==> src/rtl/tbu_timing_pkg.sv <==
// Shared timing definitions for the tbu frame/slot/symbol grid generator.
// Holds the grid constants, the lock-state encoding and small helpers.
package tbu_timing_pkg;

    localparam int SYM_PER_SLOT     = 14;
    localparam int MISS_MAX_DEFAULT = 3;
    localparam int RESYNC_CNT_W     = 8;

    typedef enum logic [1:0] {
        IDLE     = 2'd0,
        LOCKED   = 2'd1,
        HOLDOVER = 2'd2
    } tim_state_e;

    function automatic logic [RESYNC_CNT_W-1:0] sat_inc(input logic [RESYNC_CNT_W-1:0] v);
        return (v == {RESYNC_CNT_W{1'b1}}) ? v : v + RESYNC_CNT_W'(1);
    endfunction

endpackage

==> src/rtl/frame_sym_timing_gen_if.sv <==
// Timing-grid output bundle: strobes, indices and lock status sent to the
// PUSCH dim-reduce datapath.
interface frame_sym_timing_gen_if #(
    parameter int SLOT_W = 8,
    parameter int SFN_W  = 10
);
    logic              o_frame_head;
    logic              o_slot_head;
    logic              o_sym_head;
    logic [3:0]        o_sym_idx;
    logic [SLOT_W-1:0] o_slot_idx;
    logic [SFN_W-1:0]  o_sfn;
    logic              o_locked;
    logic              o_resync;
    logic [7:0]        o_resync_cnt;

    modport master (
        output o_frame_head, o_slot_head, o_sym_head,
        output o_sym_idx, o_slot_idx, o_sfn,
        output o_locked, o_resync, o_resync_cnt
    );

    modport slave (
        input o_frame_head, o_slot_head, o_sym_head,
        input o_sym_idx, o_slot_idx, o_sfn,
        input o_locked, o_resync, o_resync_cnt
    );
endinterface

==> src/rtl/frame_sym_timing_gen_sym_grid_cnt.sv <==
// Sample/symbol/slot counters of the NR grid. Counts while enabled, can be
// forced to (0,0,0), and flags the terminal cycle of a symbol, slot and frame.
module sym_grid_cnt
    import tbu_timing_pkg::*;
#(
    parameter int CNT_W  = 16,
    parameter int SLOT_W = 8
) (
    input  logic              clk,
    input  logic              rst,
    input  logic              en,
    input  logic              load_zero,
    input  logic [CNT_W-1:0]  sym_len_long,
    input  logic [CNT_W-1:0]  sym_len_norm,
    input  logic [SLOT_W-1:0] slots_per_frame,
    output logic [3:0]        sym_idx,
    output logic [SLOT_W-1:0] slot_idx,
    output logic              sym_end,
    output logic              slot_end,
    output logic              frame_end
);

    localparam logic [3:0] LAST_SYM = 4'(SYM_PER_SLOT - 1);

    logic [CNT_W-1:0] sample_cnt;
    logic [CNT_W-1:0] sym_len;

    always_comb begin
        sym_len   = (sym_idx == 4'd0) ? sym_len_long : sym_len_norm;
        sym_end   = (sample_cnt == sym_len - CNT_W'(1));
        slot_end  = sym_end && (sym_idx == LAST_SYM);
        frame_end = slot_end && (slot_idx == slots_per_frame - SLOT_W'(1));
    end

    // NOTE: counters are sequential state, so only non-blocking assignments here.
    always_ff @(posedge clk) begin
        if (rst || load_zero) begin
            sample_cnt <= '0;
            sym_idx    <= '0;
            slot_idx   <= '0;
        end else if (en) begin
            if (sym_end) begin
                sample_cnt <= '0;
                if (slot_end) begin
                    sym_idx  <= '0;
                    slot_idx <= frame_end ? '0 : slot_idx + SLOT_W'(1);
                end else begin
                    sym_idx <= sym_idx + 4'd1;
                end
            end else begin
                sample_cnt <= sample_cnt + CNT_W'(1);
            end
        end
    end

endmodule

==> src/rtl/frame_sym_timing_gen.sv <==
// Flywheel NR timing generator: locks to the clean internal frame head,
// realigns on off-grid heads and drops to holdover when heads stop arriving.
module frame_sym_timing_gen
    import tbu_timing_pkg::*;
#(
    parameter int CNT_W    = 16,
    parameter int SLOT_W   = 8,
    parameter int SFN_W    = 10,
    parameter int MISS_MAX = MISS_MAX_DEFAULT
) (
    input  logic                   clk,
    input  logic                   rst,
    input  logic                   i_int_head,
    input  logic [CNT_W-1:0]       i_sym_len_long,
    input  logic [CNT_W-1:0]       i_sym_len_norm,
    input  logic [SLOT_W-1:0]      i_slots_per_frame,
    frame_sym_timing_gen_if.master tim
);

    localparam int                MISS_W    = $clog2(MISS_MAX + 1);
    localparam logic [MISS_W-1:0] MISS_LAST = MISS_W'(MISS_MAX - 1);
    localparam logic [MISS_W-1:0] MISS_TOP  = MISS_W'(MISS_MAX);

    tim_state_e state, state_next;

    logic [CNT_W-1:0]        long_sh, norm_sh;
    logic [SLOT_W-1:0]       slots_sh;
    logic [MISS_W-1:0]       miss_cnt, miss_next;
    logic [SFN_W-1:0]        sfn_q;
    logic [RESYNC_CNT_W-1:0] resync_cnt_q;
    logic                    frame_head_q, slot_head_q, sym_head_q;
    logic                    locked_q, resync_q;

    logic                    running;
    logic                    accept, frame_start, resync_evt;
    logic                    slot_strobe, sym_strobe;
    logic [3:0]              sym_idx;
    logic [SLOT_W-1:0]       slot_idx;
    logic                    sym_end, slot_end, frame_end;

    assign running = (state != IDLE);

    sym_grid_cnt #(
        .CNT_W  (CNT_W),
        .SLOT_W (SLOT_W)
    ) u_grid (
        .clk             (clk),
        .rst             (rst),
        .en              (running),
        .load_zero       (accept),
        .sym_len_long    (long_sh),
        .sym_len_norm    (norm_sh),
        .slots_per_frame (slots_sh),
        .sym_idx         (sym_idx),
        .slot_idx        (slot_idx),
        .sym_end         (sym_end),
        .slot_end        (slot_end),
        .frame_end       (frame_end)
    );

    always_ff @(posedge clk) begin
        if (rst) state <= IDLE;
        else     state <= state_next;
    end

    // NOTE: every output of this block gets a default first so no path infers a latch.
    always_comb begin
        state_next  = state;
        miss_next   = miss_cnt;
        accept      = 1'b0;
        frame_start = 1'b0;
        resync_evt  = 1'b0;
        case (state)
            IDLE: begin
                if (i_int_head) begin
                    state_next  = LOCKED;
                    accept      = 1'b1;
                    frame_start = 1'b1;
                    miss_next   = '0;
                end
            end
            LOCKED, HOLDOVER: begin
                if (i_int_head) begin
                    // A head in the natural wrap cycle is on-grid and never counts as a resync.
                    state_next  = LOCKED;
                    accept      = 1'b1;
                    frame_start = 1'b1;
                    resync_evt  = !frame_end;
                    miss_next   = '0;
                end else if (frame_end) begin
                    frame_start = 1'b1;
                    if (miss_cnt != MISS_TOP) miss_next = miss_cnt + MISS_W'(1);
                    if (miss_cnt >= MISS_LAST) state_next = HOLDOVER;
                end
            end
            default: state_next = IDLE;
        endcase
        slot_strobe = frame_start || (running && slot_end);
        sym_strobe  = frame_start || (running && sym_end);
    end

    always_ff @(posedge clk) begin
        if (rst) begin
            long_sh      <= '0;
            norm_sh      <= '0;
            slots_sh     <= '0;
            miss_cnt     <= '0;
            sfn_q        <= '0;
            resync_cnt_q <= '0;
            frame_head_q <= 1'b0;
            slot_head_q  <= 1'b0;
            sym_head_q   <= 1'b0;
            locked_q     <= 1'b0;
            resync_q     <= 1'b0;
        end else begin
            if (frame_start) begin
                long_sh  <= i_sym_len_long;
                norm_sh  <= i_sym_len_norm;
                slots_sh <= i_slots_per_frame;
                // The first lock out of IDLE defines frame 0 rather than advancing it.
                sfn_q    <= (state == IDLE) ? '0 : sfn_q + SFN_W'(1);
            end
            if (resync_evt) resync_cnt_q <= sat_inc(resync_cnt_q);
            miss_cnt     <= miss_next;
            frame_head_q <= frame_start;
            slot_head_q  <= slot_strobe;
            sym_head_q   <= sym_strobe;
            locked_q     <= (state == LOCKED);
            resync_q     <= resync_evt;
        end
    end

    assign tim.o_frame_head = frame_head_q;
    assign tim.o_slot_head  = slot_head_q;
    assign tim.o_sym_head   = sym_head_q;
    assign tim.o_sym_idx    = sym_idx;
    assign tim.o_slot_idx   = slot_idx;
    assign tim.o_sfn        = sfn_q;
    assign tim.o_locked     = locked_q;
    assign tim.o_resync     = resync_q;
    assign tim.o_resync_cnt = resync_cnt_q;

endmodule

==> src/flat_wrapper.sv <==
// flat-port wrapper written by rule: the top's interface ports become plain ports
module frame_sym_timing_gen_flat import tbu_timing_pkg::*;
#(
    parameter int CNT_W    = 16,
    parameter int SLOT_W   = 8,
    parameter int SFN_W    = 10,
    parameter int MISS_MAX = MISS_MAX_DEFAULT
)
  (clk, rst, i_int_head, i_sym_len_long, i_sym_len_norm, i_slots_per_frame, tim_o_frame_head, tim_o_slot_head, tim_o_sym_head, tim_o_sym_idx, tim_o_slot_idx, tim_o_sfn, tim_o_locked, tim_o_resync, tim_o_resync_cnt);
  frame_sym_timing_gen_if #(.SLOT_W(SLOT_W), .SFN_W(SFN_W)) tim_i ();
  input  logic clk;
  input  logic rst;
  input  logic i_int_head;
  input  logic [CNT_W-1:0] i_sym_len_long;
  input  logic [CNT_W-1:0] i_sym_len_norm;
  input  logic [SLOT_W-1:0] i_slots_per_frame;
  output wire logic [$bits(tim_i.o_frame_head)-1:0] tim_o_frame_head;
  output wire logic [$bits(tim_i.o_slot_head)-1:0] tim_o_slot_head;
  output wire logic [$bits(tim_i.o_sym_head)-1:0] tim_o_sym_head;
  output wire logic [$bits(tim_i.o_sym_idx)-1:0] tim_o_sym_idx;
  output wire logic [$bits(tim_i.o_slot_idx)-1:0] tim_o_slot_idx;
  output wire logic [$bits(tim_i.o_sfn)-1:0] tim_o_sfn;
  output wire logic [$bits(tim_i.o_locked)-1:0] tim_o_locked;
  output wire logic [$bits(tim_i.o_resync)-1:0] tim_o_resync;
  output wire logic [$bits(tim_i.o_resync_cnt)-1:0] tim_o_resync_cnt;
  assign tim_o_frame_head = tim_i.o_frame_head;
  assign tim_o_slot_head = tim_i.o_slot_head;
  assign tim_o_sym_head = tim_i.o_sym_head;
  assign tim_o_sym_idx = tim_i.o_sym_idx;
  assign tim_o_slot_idx = tim_i.o_slot_idx;
  assign tim_o_sfn = tim_i.o_sfn;
  assign tim_o_locked = tim_i.o_locked;
  assign tim_o_resync = tim_i.o_resync;
  assign tim_o_resync_cnt = tim_i.o_resync_cnt;
  frame_sym_timing_gen #(.CNT_W(CNT_W), .SLOT_W(SLOT_W), .SFN_W(SFN_W), .MISS_MAX(MISS_MAX)) u_core (.clk(clk), .rst(rst), .i_int_head(i_int_head), .i_sym_len_long(i_sym_len_long), .i_sym_len_norm(i_sym_len_norm), .i_slots_per_frame(i_slots_per_frame), .tim(tim_i));
endmodule
==> config.mk <==
export PLATFORM = sky130hd
export DESIGN_NAME = frame_sym_timing_gen_flat
export DESIGN_NICKNAME = d
export VERILOG_FILES = /design/src/rtl/tbu_timing_pkg.sv /design/src/rtl/frame_sym_timing_gen_if.sv /design/src/rtl/frame_sym_timing_gen_sym_grid_cnt.sv /design/src/rtl/frame_sym_timing_gen.sv /design/src/flat_wrapper.sv
export SDC_FILE = /design/constraint.sdc
export NUM_CORES = 1
export LEC_CHECK = 0
export CAP_MARGIN = 0
export CORE_UTILIZATION = 56
export CTS_CLUSTER_SIZE = 16
export DETAILED_ROUTE_END_ITERATION = 7
export PLACE_DENSITY = 0.81
export SKIP_CTS_REPAIR_TIMING = 1
export SLEW_MARGIN = 10
export SYNTH_ARGS = -nofsm -noshare
export SYNTH_HDL_FRONTEND = slang
export SYNTH_SLANG_ARGS = --single-unit
export TNS_END_PERCENT = 20
==> constraint.sdc <==
create_clock -name clk -period 4.91 [get_ports clk]
set_input_delay 1.2275 -clock clk [delete_from_list [all_inputs] [get_ports clk]]
set_output_delay 1.2275 -clock clk [all_outputs]
set_load 0.05 [all_outputs]
---- After elaboration in Yosys (flattened, before gate mapping) ----
Cells that the tools add are included.
storage, ports and cells
  register bits after elaboration ......... 95
  latch bits .............................. 0
  memory bits (writable) .................. 0
  bits in read-only memories .............. 0
  memories kept ........................... 0
operators by class
  $add $sub $neg .......................... 8
  multipliers ............................. 0
  div/mod/pow operators ................... 0
  magnitude comparators ................... 1
  eq/ne operators ......................... 11
  shift-type cells ........................ 0
  mux-type cells .......................... 22
  bitwise logic cells ..................... 1
  reduce and logical (&&, ||, !) cells .... 19
operator list
  kind                                                                  number
  16-bit two-way mux                                                    2
  16-bit by 1-bit adder with 16-bit output, second input constant       1
  8-bit by 1-bit adder with 8-bit output, second input constant         2
  16-bit equality test                                                  1
  2-bit two-way mux                                                     8
  16-bit by 1-bit subtractor with 16-bit output, second input constant  1
  10-bit by 1-bit adder with 10-bit output, second input constant       1
  10-bit two-way mux                                                    1
  3-bit by 2-bit != test with 1-bit output, second input constant       3
  8-bit equality test                                                   1
  8-bit equality test, second input constant                            1
  8-bit two-way mux                                                     1
  2-bit one-hot mux with 2 select lines                                 2
  8-bit by 1-bit subtractor with 8-bit output, second input constant    1
  1-bit two-way mux                                                     6
  3-bit AND reduction                                                   2
  4-bit by 1-bit adder with 4-bit output, second input constant         1
  4-bit equality test, second input constant                            1
  1-bit logical AND                                                     4
  4-bit zero test                                                       1
  4-bit two-way mux                                                     1
  2-bit != test, second input constant                                  2
  2-bit AND reduction                                                   2
  4-bit AND reduction                                                   1
  other kinds (12)                                                      15

---- Depth between registers and ports, before layout ----
  depth in word-level cells ............... 10
  mapped depth ............................ 18
  mapped depth without buffers ............ 14

---- Hierarchy ----
A second synthesis with hierarchy kept.
unflattened totals
  cells, all modules ...................... 650
  area total of the unflattened synthesis .. 5,323.9 µm²
by module, submodules not included
  module                times used  cells each  area an instance (µm²)  seq. area each (µm²)
  frame_sym_timing_gen  1           320         2,668.8                 1,341.3
  sym_grid_cnt          1           330         2,655.0                 560.5

---- Worst setup path before layout ----
Ideal clock, no wire load.
  path kind ............................... register to register
  start ................................... register u_core.u_grid.sym_idx[0]
  end ..................................... register u_core.sfn_q[4], in the netlist u_core.tim.o_sfn[4]
  arrival ................................. 4.465 ns
  required time ........................... 4.782 ns
  slack ................................... 0.317 ns
  stages on the path, launching flop included .. 18
  path through ............................ dfxtp_1 inv_1 ha_1 or3b_1 buf_6 clkbuf_1 mux2i_1 ha_1 or4b_1 or4b_1 o22ai_1 a31oi_1 nor4b_4 a21oi_4 buf_2 buf_2 o31ai_1 a21oi_1
between the ends
  cells in the longest elaborated chain, start to end .. 9
ends and longest elaborated chain
  element                                        line                                     source
  start: declaration                             frame_sym_timing_gen_sym_grid_cnt.sv:16  output logic [3:0] sym_idx,
  start signal: assignment                       frame_sym_timing_gen_sym_grid_cnt.sv:48  sym_idx <= sym_idx + 4'd1;
  4-bit zero test                                frame_sym_timing_gen_sym_grid_cnt.sv:29  sym_len = (sym_idx == 4'd0) ? sym_len_long : sym_len_norm;
  16-bit two-way mux                             frame_sym_timing_gen_sym_grid_cnt.sv:29
  16-bit by 1-bit subtractor with 16-bit output  frame_sym_timing_gen_sym_grid_cnt.sv:30  sym_end = (sample_cnt == sym_len - CNT_W'(1));
  16-bit equality test                           frame_sym_timing_gen_sym_grid_cnt.sv:30
  1-bit logical AND *                            frame_sym_timing_gen_sym_grid_cnt.sv:31  slot_end = sym_end && (sym_idx == LAST_SYM);
  1-bit logical AND *                            frame_sym_timing_gen_sym_grid_cnt.sv:32  frame_end = slot_end && (slot_idx == slots_per_frame - SLOT_W'(1));
  1-bit two-way mux *                            frame_sym_timing_gen.sv:90               end else if (frame_end) begin
  1-bit two-way mux *                            frame_sym_timing_gen.sv:83               if (i_int_head) begin
  1-bit one-hot mux with 2 select lines *        frame_sym_timing_gen.sv:73               case (state)
  end signal: assignment                         frame_sym_timing_gen.sv:121              sfn_q <= (state == IDLE) ? '0 : sfn_q + SFN_W'(1);
  end: declaration                               frame_sym_timing_gen.sv:29               logic [SFN_W-1:0] sfn_q;
Every way passes the cells marked *; elsewhere a longest branch is shown, timed or not.
A chain may end at the register's enable or synchronous reset.

---- Worst setup path in the final report ----
  start ................................... register u_core.u_grid.sym_idx[0]
  end ..................................... register u_core.sfn_q[3], in the netlist u_core.tim.o_sfn[3]
Same word-level chain as after synthesis.

==> implementation parameters <==
Parameter                              Value

STA
  Final clock skew ... approximately 0.008 ns
  Max Slew Vio Count ... 0
  Final setup violation count ... 0
  Max-slew headroom at the worst pin ... between 20% and 30%
  Slew of the pin with the lowest slew margin ... between 1 and 1.5 ns
  RSZ-0062 raised after global routing ... false
  Final period util ... between 90% and 100%
  Setup TNS ... 0 ns
  Min cycle time layout ... roughly 4.6 ns
  Peak clock frequency supported by timing ... around 0.22 GHz
  Final Hold Viols ... 0

Yosys
  Cell Area, Synth ... 0.00574 mm²
  Number of nets produced by synthesis ... approximately 740
  Post-synthesis register bit count ... 95
  Number of distinct standard cells referenced by the synthesized netlist ... 66
  Warnings from Yosys ... 0
  Mean area per synthesized cell ... 8.43 µm²
  Number of enable flip-flop cells after synthesis ... 0
  Share of synthesized flip-flops with an asynchronous set or reset ... 0%
  Commonest register cell after synthesis ... sky130_fd_sc_hd__dfxtp_1
  Gate count after technology mapping ... just under 700
  Sequential-to-total area share from yosys stat ... between 30% and 40%

Final layout
  Area added between synthesis and finish ... 18.3%
  Antenna diode count ... 0
  Final layout net count ... 786
  Fill cell instance count of the final layout ... ~800
  Fraction of final layout cells with drive strength greater than 1 ... 6.81%
  Post-layout utilization of the core ... a little under 70%

Floorplan
  Std cell rows ... 36
  Initial Utilization ... around 58%
  Overall die width ... between 100 and 150 µm
  Core Box Area ... roughly 0.0099 mm²
  Top-level port count ... a little under 80
  Area of the die ... approximately 0.011 mm²
  Die height ... between 100 and 150 µm

GRT
  First-pass GRT wire length ... ~26000 µm
  Maximum number of pins on one net before global-route repair ... 59
  Final global-route overflow total ... 0
  Overall Global Routing Usage ... 31.2%
  Via count of the first global-routing pass ... 5274
  Initial antenna violation count ... 0

Drt
  WL final ... between 15000 and 20000 µm
  Number of DRC violations after detailed-routing iteration 0 ... ~400
  Post-route antenna net violation count ... 0
  Average wire per standard cell ... between 15 and 20 µm
  Pre-antenna DRT Iters ... 5
  DR vias ... around 5600
  Via count normalized by instance count ... between 6 and 7
  Residual DRC ... 0

Setup path
  Critical path buffer and inverter count ... 1
  Crit-path cells ... inv_1, ha_1, or3b_1, mux2i_1, ha_1, or4b_1, or4b_1, o22ai_1, a31oi_1, nor4b_4, a21oi_2, or4_1, a21oi_1
  Largest incremental delay on the critical path ... 0.60 ns
  Worst EP required ... around 5.2 ns
  Kind of critical path ... register to register
  Sort of element at the end of the critical path ... register
  Maximum fanout count along the critical path ... 16
  Slowest cell on the critical path ... sky130_fd_sc_hd__or4_1
  Critical Path Start Type ... register
  Arrival time of data at the critical path endpoint ... slightly below 5 ns
  CP delay by family, top ... simple AND/OR/NAND/NOR gates

Placement
  Final weighted congestion of routability-driven global placement ... about 0.95
  Buffers added on ports ... between 70 and 80
  Post-detail-place hpwl ... ~11000 µm

CTS
  Later-pin clock latency in the skew report ... 0.39 ns
  Clk sinks ... 95
  TritonCTS buffer count ... 9
  Clock tree from TritonCTS ... built
  Cell at the root of the clock tree ... sky130_fd_sc_hd__clkbuf_8
  Longest Clk Path Bufs ... 2
  Clock transition time at the flip-flop clock pins of the worst setup and hold paths ... approximately 0.10 ns
  Htree depth ... 3

Power and ir drop
  Worst vdd ir ... just under 300 µV
  Leakage ... about 2.3 nW
  Cell Pwr Density ... roughly 260 mW/mm²
  Final Total Pwr ... roughly 0.0018 W

Status
  Status ... completed

Worst hold path
  Hold Path Class ... register to register

Job
  Max capacitance violation total ... 0
[kinds of logic (layout without fill, tap and decap cells)]
logic type                 Yosys count  count (layout)  synth area share, %
AOI/OAI and AO/OA                  223             224                 26.7
and+or+nand+nor                    211             211                 21.5
DFF                                 95              95                 33.1
buffers and inverters               72             124                 5.14
xor gates and xnor gates            46              46                 7.02
muxes                               20              20                 3.51
adders and majority gates           14              14                 3.05
[sequential cells by signal, summed over array words and instances, names as in the netlist]
name and flops:
u_core.long_sh 16, u_core.miss_cnt 2, u_core.norm_sh 16, u_core.slots_sh 8, u_core.state 2, u_core.tim.o_frame_head 1, u_core.tim.o_locked 1, u_core.tim.o_resync 1
u_core.tim.o_resync_cnt 8, u_core.tim.o_sfn 10, u_core.tim.o_slot_head 1, u_core.tim.o_sym_head 1, u_core.u_grid.sample_cnt 16, u_core.u_grid.slot_idx 8, u_core.u_grid.sym_idx 4
[cells in the mapped netlist, drive strengths merged (4+ instances only)]
cell	count	area (µm²)
nor4b	8	97.6
o311ai	4	35.0
nor2	46	180
xnor2	26	228
clkbuf	39	146
and3	17	108
nor4	14	93.8
a31oi	4	25.0
or4b	4	40.0
o31ai	53	398
or2	5	31.3
a21oi	70	362
nand3	26	130
dfxtp	95	1900
nor3b	5	37.5
inv	17	63.8
a211o	4	35.0
nand3b	7	65.1
o41ai	6	52.6
ha	14	175
nand4	4	25.0
o21a	4	30.0
buf	15	81.3
nor3	13	65.1
mux2i	19	190
nand2	23	86.3
o21ai	10	50.1
or3	6	37.5
o211ai	41	308
nor2b	5	31.3
o22ai	4	25.0
xor2	20	175
nand2b	8	50.1
a32o	6	60.1
or4	15	113
[power breakdown]
| part | internal (W) | switching (W) | total [W] |
|---|---|---|---|
| Sequential | 0.000798 | 0.0000397 | 0.000838 |
| Combinational | 0.000140 | 0.000180 | 0.000320 |
| Clock | 0.000294 | 0.000308 | 0.000602 |
| Total | 0.00123 | 0.000528 | 0.00176 |
[path summary, 6_finish.rpt]
check / from / to / slack (ns) / cells past startpoint
hold reg to reg: u_core.tim.o_sfn[9] / u_core.tim.o_sfn[9] / 0.50 / 2
hold / removal: u_core.tim.o_sfn[9] / u_core.tim.o_sfn[9] / 0.50 / 2
setup / recovery: u_core.u_grid.sym_idx[0] / u_core.tim.o_sfn[3] / 0.27 / 13
setup reg to reg: u_core.u_grid.sym_idx[0] / u_core.tim.o_sfn[3] / 0.27 / 13
[area by class of cell]
| cell class | instances | area [µm²] | area share [%] |
|---|---|---|---|
| Tap cell | 133 | 166 | 2.45 |
| Clock inverter | 7 | 105 | 1.55 |
| Inverter | 18 | 67.6 | 0.995 |
| Timing Repair Buffer | 90 | 863 | 12.7 |
| Multi-Input combinational cell | 515 | 3560 | 52.5 |
| Clock buffer | 9 | 124 | 1.82 |
| Sequential cell | 95 | 1900 | 28.0 |
[cell usage in the layout, fill, tap and decap left out, types with 14 or more instances in the layout]
master and n:
sky130_fd_sc_hd__xnor2_1 26, sky130_fd_sc_hd__or4_1 15, sky130_fd_sc_hd__dfxtp_1 95, sky130_fd_sc_hd__and3_1 16, sky130_fd_sc_hd__clkdlybuf4s50_1 76, sky130_fd_sc_hd__o31ai_1 53
sky130_fd_sc_hd__nand3_1 26, sky130_fd_sc_hd__mux2i_1 19, sky130_fd_sc_hd__xor2_1 20, sky130_fd_sc_hd__nor2_1 45, sky130_fd_sc_hd__inv_1 17, sky130_fd_sc_hd__ha_1 14
sky130_fd_sc_hd__a21oi_1 68, sky130_fd_sc_hd__nand2_1 23, sky130_fd_sc_hd__o211ai_1 41
[routing by layer]
metal | wire (µm) | up-vias | GRT usage, %
met3 | 1150 | 26 | 8.00
met5 | 0 | - | 0
met2 | 7520 | 200 | 51.1
met1 | 7300 | 2703 | 41.0
li1 | - | 2695 | -
met4 | 253 | 0 | 8.34
[worst min-delay path, stage by stage, from the launching register on]
cell,delay [ns]
sky130_fd_sc_hd__dfxtp_1,0.33
sky130_fd_sc_hd__o41ai_1,0.06
sky130_fd_sc_hd__a21oi_1,0.06
[through the flow]
step | setup slack, ns | hold slack (ns) | std cells | cell area [µm²]
floorplan | 0.317 | 0.454 | 681 | 5740
global placement | 0.349 | 0.469 | 850 | 6560
detailed placement | 0.190 | 0.484 | 850 | 6560
CTS | 0.169 | 0.501 | 866 | 6780
global route | 0.0404 | 0.538 | 867 | 6790
finish | 0.265 | 0.496 | 867 | 6790
Note: power is estimated with default switching activity, not from simulation.
==> edit 1 (same settings) <==
`SFN_W` is set to 10 in 3 places; all go to 20.
--- a/src/rtl/frame_sym_timing_gen_if.sv
+++ b/src/rtl/frame_sym_timing_gen_if.sv
@@ -2,7 +2,7 @@
 // PUSCH dim-reduce datapath.
 interface frame_sym_timing_gen_if #(
     parameter int SLOT_W = 8,
-    parameter int SFN_W  = 10
+    parameter int SFN_W  = 20
 );
     logic              o_frame_head;
     logic              o_slot_head;
--- a/src/rtl/frame_sym_timing_gen.sv
+++ b/src/rtl/frame_sym_timing_gen.sv
@@ -5,7 +5,7 @@
 #(
     parameter int CNT_W    = 16,
     parameter int SLOT_W   = 8,
-    parameter int SFN_W    = 10,
+    parameter int SFN_W    = 20,
     parameter int MISS_MAX = MISS_MAX_DEFAULT
 ) (
     input  logic                   clk,
--- a/src/flat_wrapper.sv
+++ b/src/flat_wrapper.sv
@@ -3,7 +3,7 @@
 #(
     parameter int CNT_W    = 16,
     parameter int SLOT_W   = 8,
-    parameter int SFN_W    = 10,
+    parameter int SFN_W    = 20,
     parameter int MISS_MAX = MISS_MAX_DEFAULT
 )
   (clk, rst, i_int_head, i_sym_len_long, i_sym_len_norm, i_slots_per_frame, tim_o_frame_head, tim_o_slot_head, tim_o_sym_head, tim_o_sym_idx, tim_o_slot_idx, tim_o_sfn, tim_o_locked, tim_o_resync, tim_o_resync_cnt);
Interface: changed (resized tim_o_sfn); port bits go from 78 to 88. No check against the original RTL was run, so the function may have changed too.
==> edit 1 against the original RTL <==
Die area grew 9.1%; largest power group unchanged; setup slack gained 0.14 ns; highest routed layer unchanged; sequential cell count grew 10; routed wire length grew 10%; synthesized area grew 9.2%; final area grew 8.2%; power grew 2.4%; clock power shrank 4.5%.
==> edit 1: results (changes against the original RTL) <==
Synthesis
  • Synth cell count leaders: dfxtp_1, nand3_1, a21oi_1
  • Synth area leaders: dfxtp_1, nand3_1, a21oi_1
  • Post-synthesis mux area share: 3.81% (+0.30 points)
  • Cell variety after synth: 69 (+4.5%)
  • Xor/xnor share of the synthesized area: 6.14% (-0.87 points)
  • Sequential area share after synthesis: 33.5% (+0.39 points)
  • Post-synthesis register bit count: 105 (+11%)

Placed design
  • Cell count after placement: 973 (+14%)
  • IO Port Bufs: 87 (+13%)
  • Setup slack at placement: 0.439 ns (+0.249 ns)

Cells and area
  • Comb_multi_in: 613 (+19%)
  • Layout fillers: 926 (+17%)
  • Final std cells w/o fill: 989 (+14%)
  • Sequential cell area: 0.00210 mm² (+11%)
  • Fraction of area in multi-input gates: 52.5% (about the same)
  • Final-stage net count: 901 (+15%)
  • Non-clock buffers: 97 (+7.8%)

Global route
  • GRT Util Overall: 31.6% (+0.39 points)
  • Vias in the first global route: 6009 (+14%)
  • Largest net degree at the start of global routing: 85 (+44%)
  • First-pass GRT wire length: 29100 µm (+13%)

STA
  • Min Hold Slack: 0.494 ns (-0.00209 ns)
  • Relative slew slack: 25.9% (-2.6 points)

Critical path
  • Worst r2r dst: u_core.u_grid.sample_cnt[0]
  • Worst Path Arrival: 4.76 ns (-0.21 ns)

Run status
  • Status: finished, final reports clean

Pwr
  • Peak VDD IR: 0.000209 V (-28%)
==> edit 1: changes by cell type in the layout (fill, tap and decap cells not counted), moves of 11 or more <==
cell / delta
nor3_1: +16
o31ai_1: -50
nand4_1: +14
o211ai_1: -33
nand2_1: +11
o21ai_0: +58
nand3_1: +72
nor2b_1: +11
nor2_1: +11
==> edit 1: per-layer routing <==
layer | GRT usage (%) | wire, µm | vias up
met5 | 0 | 0 | -
li1 | - | - | 3001
met1 | 39.3 | 7370 | 3039
met4 | 13.2 | 547 | 0
met2 | 53.7 | 8880 | 260
met3 | 5.45 | 1070 | 45
==> edit 1: power by group <==
group          switching (mW)  internal (mW)
Combinational           0.177          0.134
Sequential             0.0373          0.877
Clock                   0.331          0.244
==> edit 1: worst max-delay path by stage <==
stage	slack, ns	startpoint	end	cells past startpoint
floorplan	0.21	u_core.u_grid.sym_idx[0]	u_core.tim.o_resync_cnt[5]	18
global placement	0.70	u_core.u_grid.sym_idx[0]	u_core.tim.o_sfn[0]	15
detailed placement	0.44	u_core.u_grid.sym_idx[0]	u_core.u_grid.sample_cnt[0]	15
CTS	0.42	u_core.u_grid.sym_idx[0]	u_core.tim.o_sfn[0]	15
global route	0.03	u_core.u_grid.sym_idx[0]	u_core.tim.o_sfn[0]	15
finish	0.41	u_core.u_grid.sym_idx[0]	u_core.u_grid.sample_cnt[0]	15
==> edit 1: critical path: cells and delay by family (launching register included) <==
| kind | cells | cell delay, ns |
|---|---|---|
| fa+ha+maj | 2 | 0.50 |
| simple gates | 8 | 2.26 |
| buf+inv | 2 | 0.28 |
| mux | 1 | 0.19 |
| compound gates | 2 | 0.75 |
| flops | 1 | 0.38 |
==> edit 2 (same settings) <==
Made on the original files. Encoding of `tim_state_e`: now one-hot (3 bits for 3 states).
--- a/src/rtl/tbu_timing_pkg.sv
+++ b/src/rtl/tbu_timing_pkg.sv
@@ -6,10 +6,10 @@
     localparam int MISS_MAX_DEFAULT = 3;
     localparam int RESYNC_CNT_W     = 8;
 
-    typedef enum logic [1:0] {
-        IDLE     = 2'd0,
-        LOCKED   = 2'd1,
-        HOLDOVER = 2'd2
+    typedef enum logic [2:0] {
+        IDLE     = 3'b001,
+        LOCKED   = 3'b010,
+        HOLDOVER = 3'b100
     } tim_state_e;
 
     function automatic logic [RESYNC_CNT_W-1:0] sat_inc(input logic [RESYNC_CNT_W-1:0] v);
Function: no difference found for any inputs over 10 cycles, from zero or initial values and one cycle with rst high; not proved beyond that.
==> edit 2 against the original RTL <==
Power is 1.7% lower; cell count is 7.8% lower; routed wire length is 22% lower; setup slack better by 0.28 ns; synthesized area is 13% lower; global-route usage is 2.5 points lower; sequential cell count is 1 higher; final area is 10% lower; combinational power is 6.9% lower; hold slack worse by 0.033 ns; clock power is 1% lower; critical path depth is 2 higher; critical endpoint is now u_core.norm_sh[12].
==> edit 2: results (changes against the original RTL) <==
Global route
  • Met2 global-route usage: 45.7% (-5.4 points)
  • First-pass GRT wire length: 20600 µm (-20%)

Synthesis
  • Net Count, Synth: 670 (-9.2%)
  • Xor/xnor share of the synthesized area: 10.4% (+3.4 points)
  • Synth area leaders: dfxtp_1, nand2_1, a21oi_1
  • Sequential area share after synthesis: 38.7% (+5.6 points)
  • Cell variety after synth: 48 (-27%)
  • Synth cell count leaders: nand2_1, dfxtp_1, a21oi_1

Cells and area
  • Layout cells sized above 1: 5.33% (-1.5 points)
  • Final std cells w/o fill: 799 (-7.8%)
  • Final-stage net count: 743 (-5.5%)
  • Layout fillers: 673 (-15%)

Critical path
  • Worst-path fanout max: 33 (+17)
  • Reg2reg path depth: 15 (+2)
  • Worst Path Arrival: 4.64 ns (-0.33 ns)
  • R2r setup slk: 0.55 ns (+0.28 ns)
  • Worst r2r dst: u_core.norm_sh[12]

Detailed routing
  • Via count: 4678 (-17%)
  • Met1 wire length: 5840 µm (-20%)
  • Met3 WL: 757 µm (-34%)
  • Initial DRC Count: 281 (-30%)
  • Post-DR wirelength/cell: 15.8 µm (-15%)
  • Met2 WL post-DR: 5910 µm (-21%)

Placed design
  • Post-Place Cell Area: 0.00585 mm² (-11%)
  • Setup slack at placement: 0.583 ns (+0.393 ns)
  • Post-DP HPWL: 9240 µm (-18%)
  • Routability cong.: 0.884 (-6.5%)

Pwr
  • Flop pwr share: 48.5% (+0.9 points)
  • Sw frac: 27.8% (-2.2 points)
  • Leakage: 2.09 nW (-8.5%)
  • Peak VDD IR: 0.000152 V (-48%)
  • Pwr Density: 285 mW/mm² (+9.9%)

Clock tree
  • Clk_lat worst skew: 0.36 ns (-0.03 ns)

STA
  • Relative slew slack: 27.5% (-1.0 points)
  • Min Hold Slack: 0.463 ns (-0.0332 ns)
  • Worst clock skew: 0.0146 ns (+0.00665 ns)

Run status
  • Status: finished, final reports clean

Hold path
  • Min-delay src: u_core.long_sh[15]
## edit 2: critical path, stage by stage, from the launching register on
cell and delay [ns]:
dfxtp_1 0.44, inv_1 0.09, ha_1 0.20, or3b_1 0.50, mux2i_1 0.33, ha_1 0.31, xor2_1 0.12, a21oi_1 0.15
o211ai_1 0.11, nor4_2 0.29, nand4_2 0.25, or4_1 0.63, nand2_1 0.35, buf_12 0.24, nand2_1 0.08, a21oi_1 0.19
## edit 2: cells by family (layout without fill, tap and decap cells)
group / Yosys count / count (layout)
AOI/OAI and AO/OA: 104 / 104
xor gates and xnor gates: 59 / 59
adders and majority gates: 11 / 11
buffers and inverters: 32 / 110
DFF: 96 / 96
muxes: 21 / 21
and+or+nand+nor: 293 / 293
## edit 2: cell type report
cell class	count	area (µm²)	area share (%)
Timing Repair Buffer	86	846	13.9
Clock inverter	4	76.3	1.26
Clock buffer	12	155	2.55
Tap cell	105	131	2.16
Sequential cell	96	1920	31.6
Multi-Input combinational cell	488	2920	48.0
Inverter	8	30.0	0.494
## edit 2: worst max path at each step
stage / start / slack, ns / cells past startpoint / to
final: u_core.u_grid.sym_idx[0] / 0.55 / 15 / u_core.norm_sh[12]
after global routing: u_core.u_grid.sym_idx[0] / 0.19 / 15 / u_core.norm_sh[4]
after CTS: u_core.u_grid.sym_idx[0] / 0.53 / 15 / u_core.norm_sh[12]
after detailed placement: u_core.u_grid.sym_idx[0] / 0.58 / 15 / u_core.tim.o_sfn[1]
after global placement: u_core.u_grid.sym_idx[0] / 0.73 / 15 / u_core.tim.o_sfn[0]
after floorplan: u_core.u_grid.sym_idx[0] / 0.59 / 17 / u_core.tim.o_sfn[7]
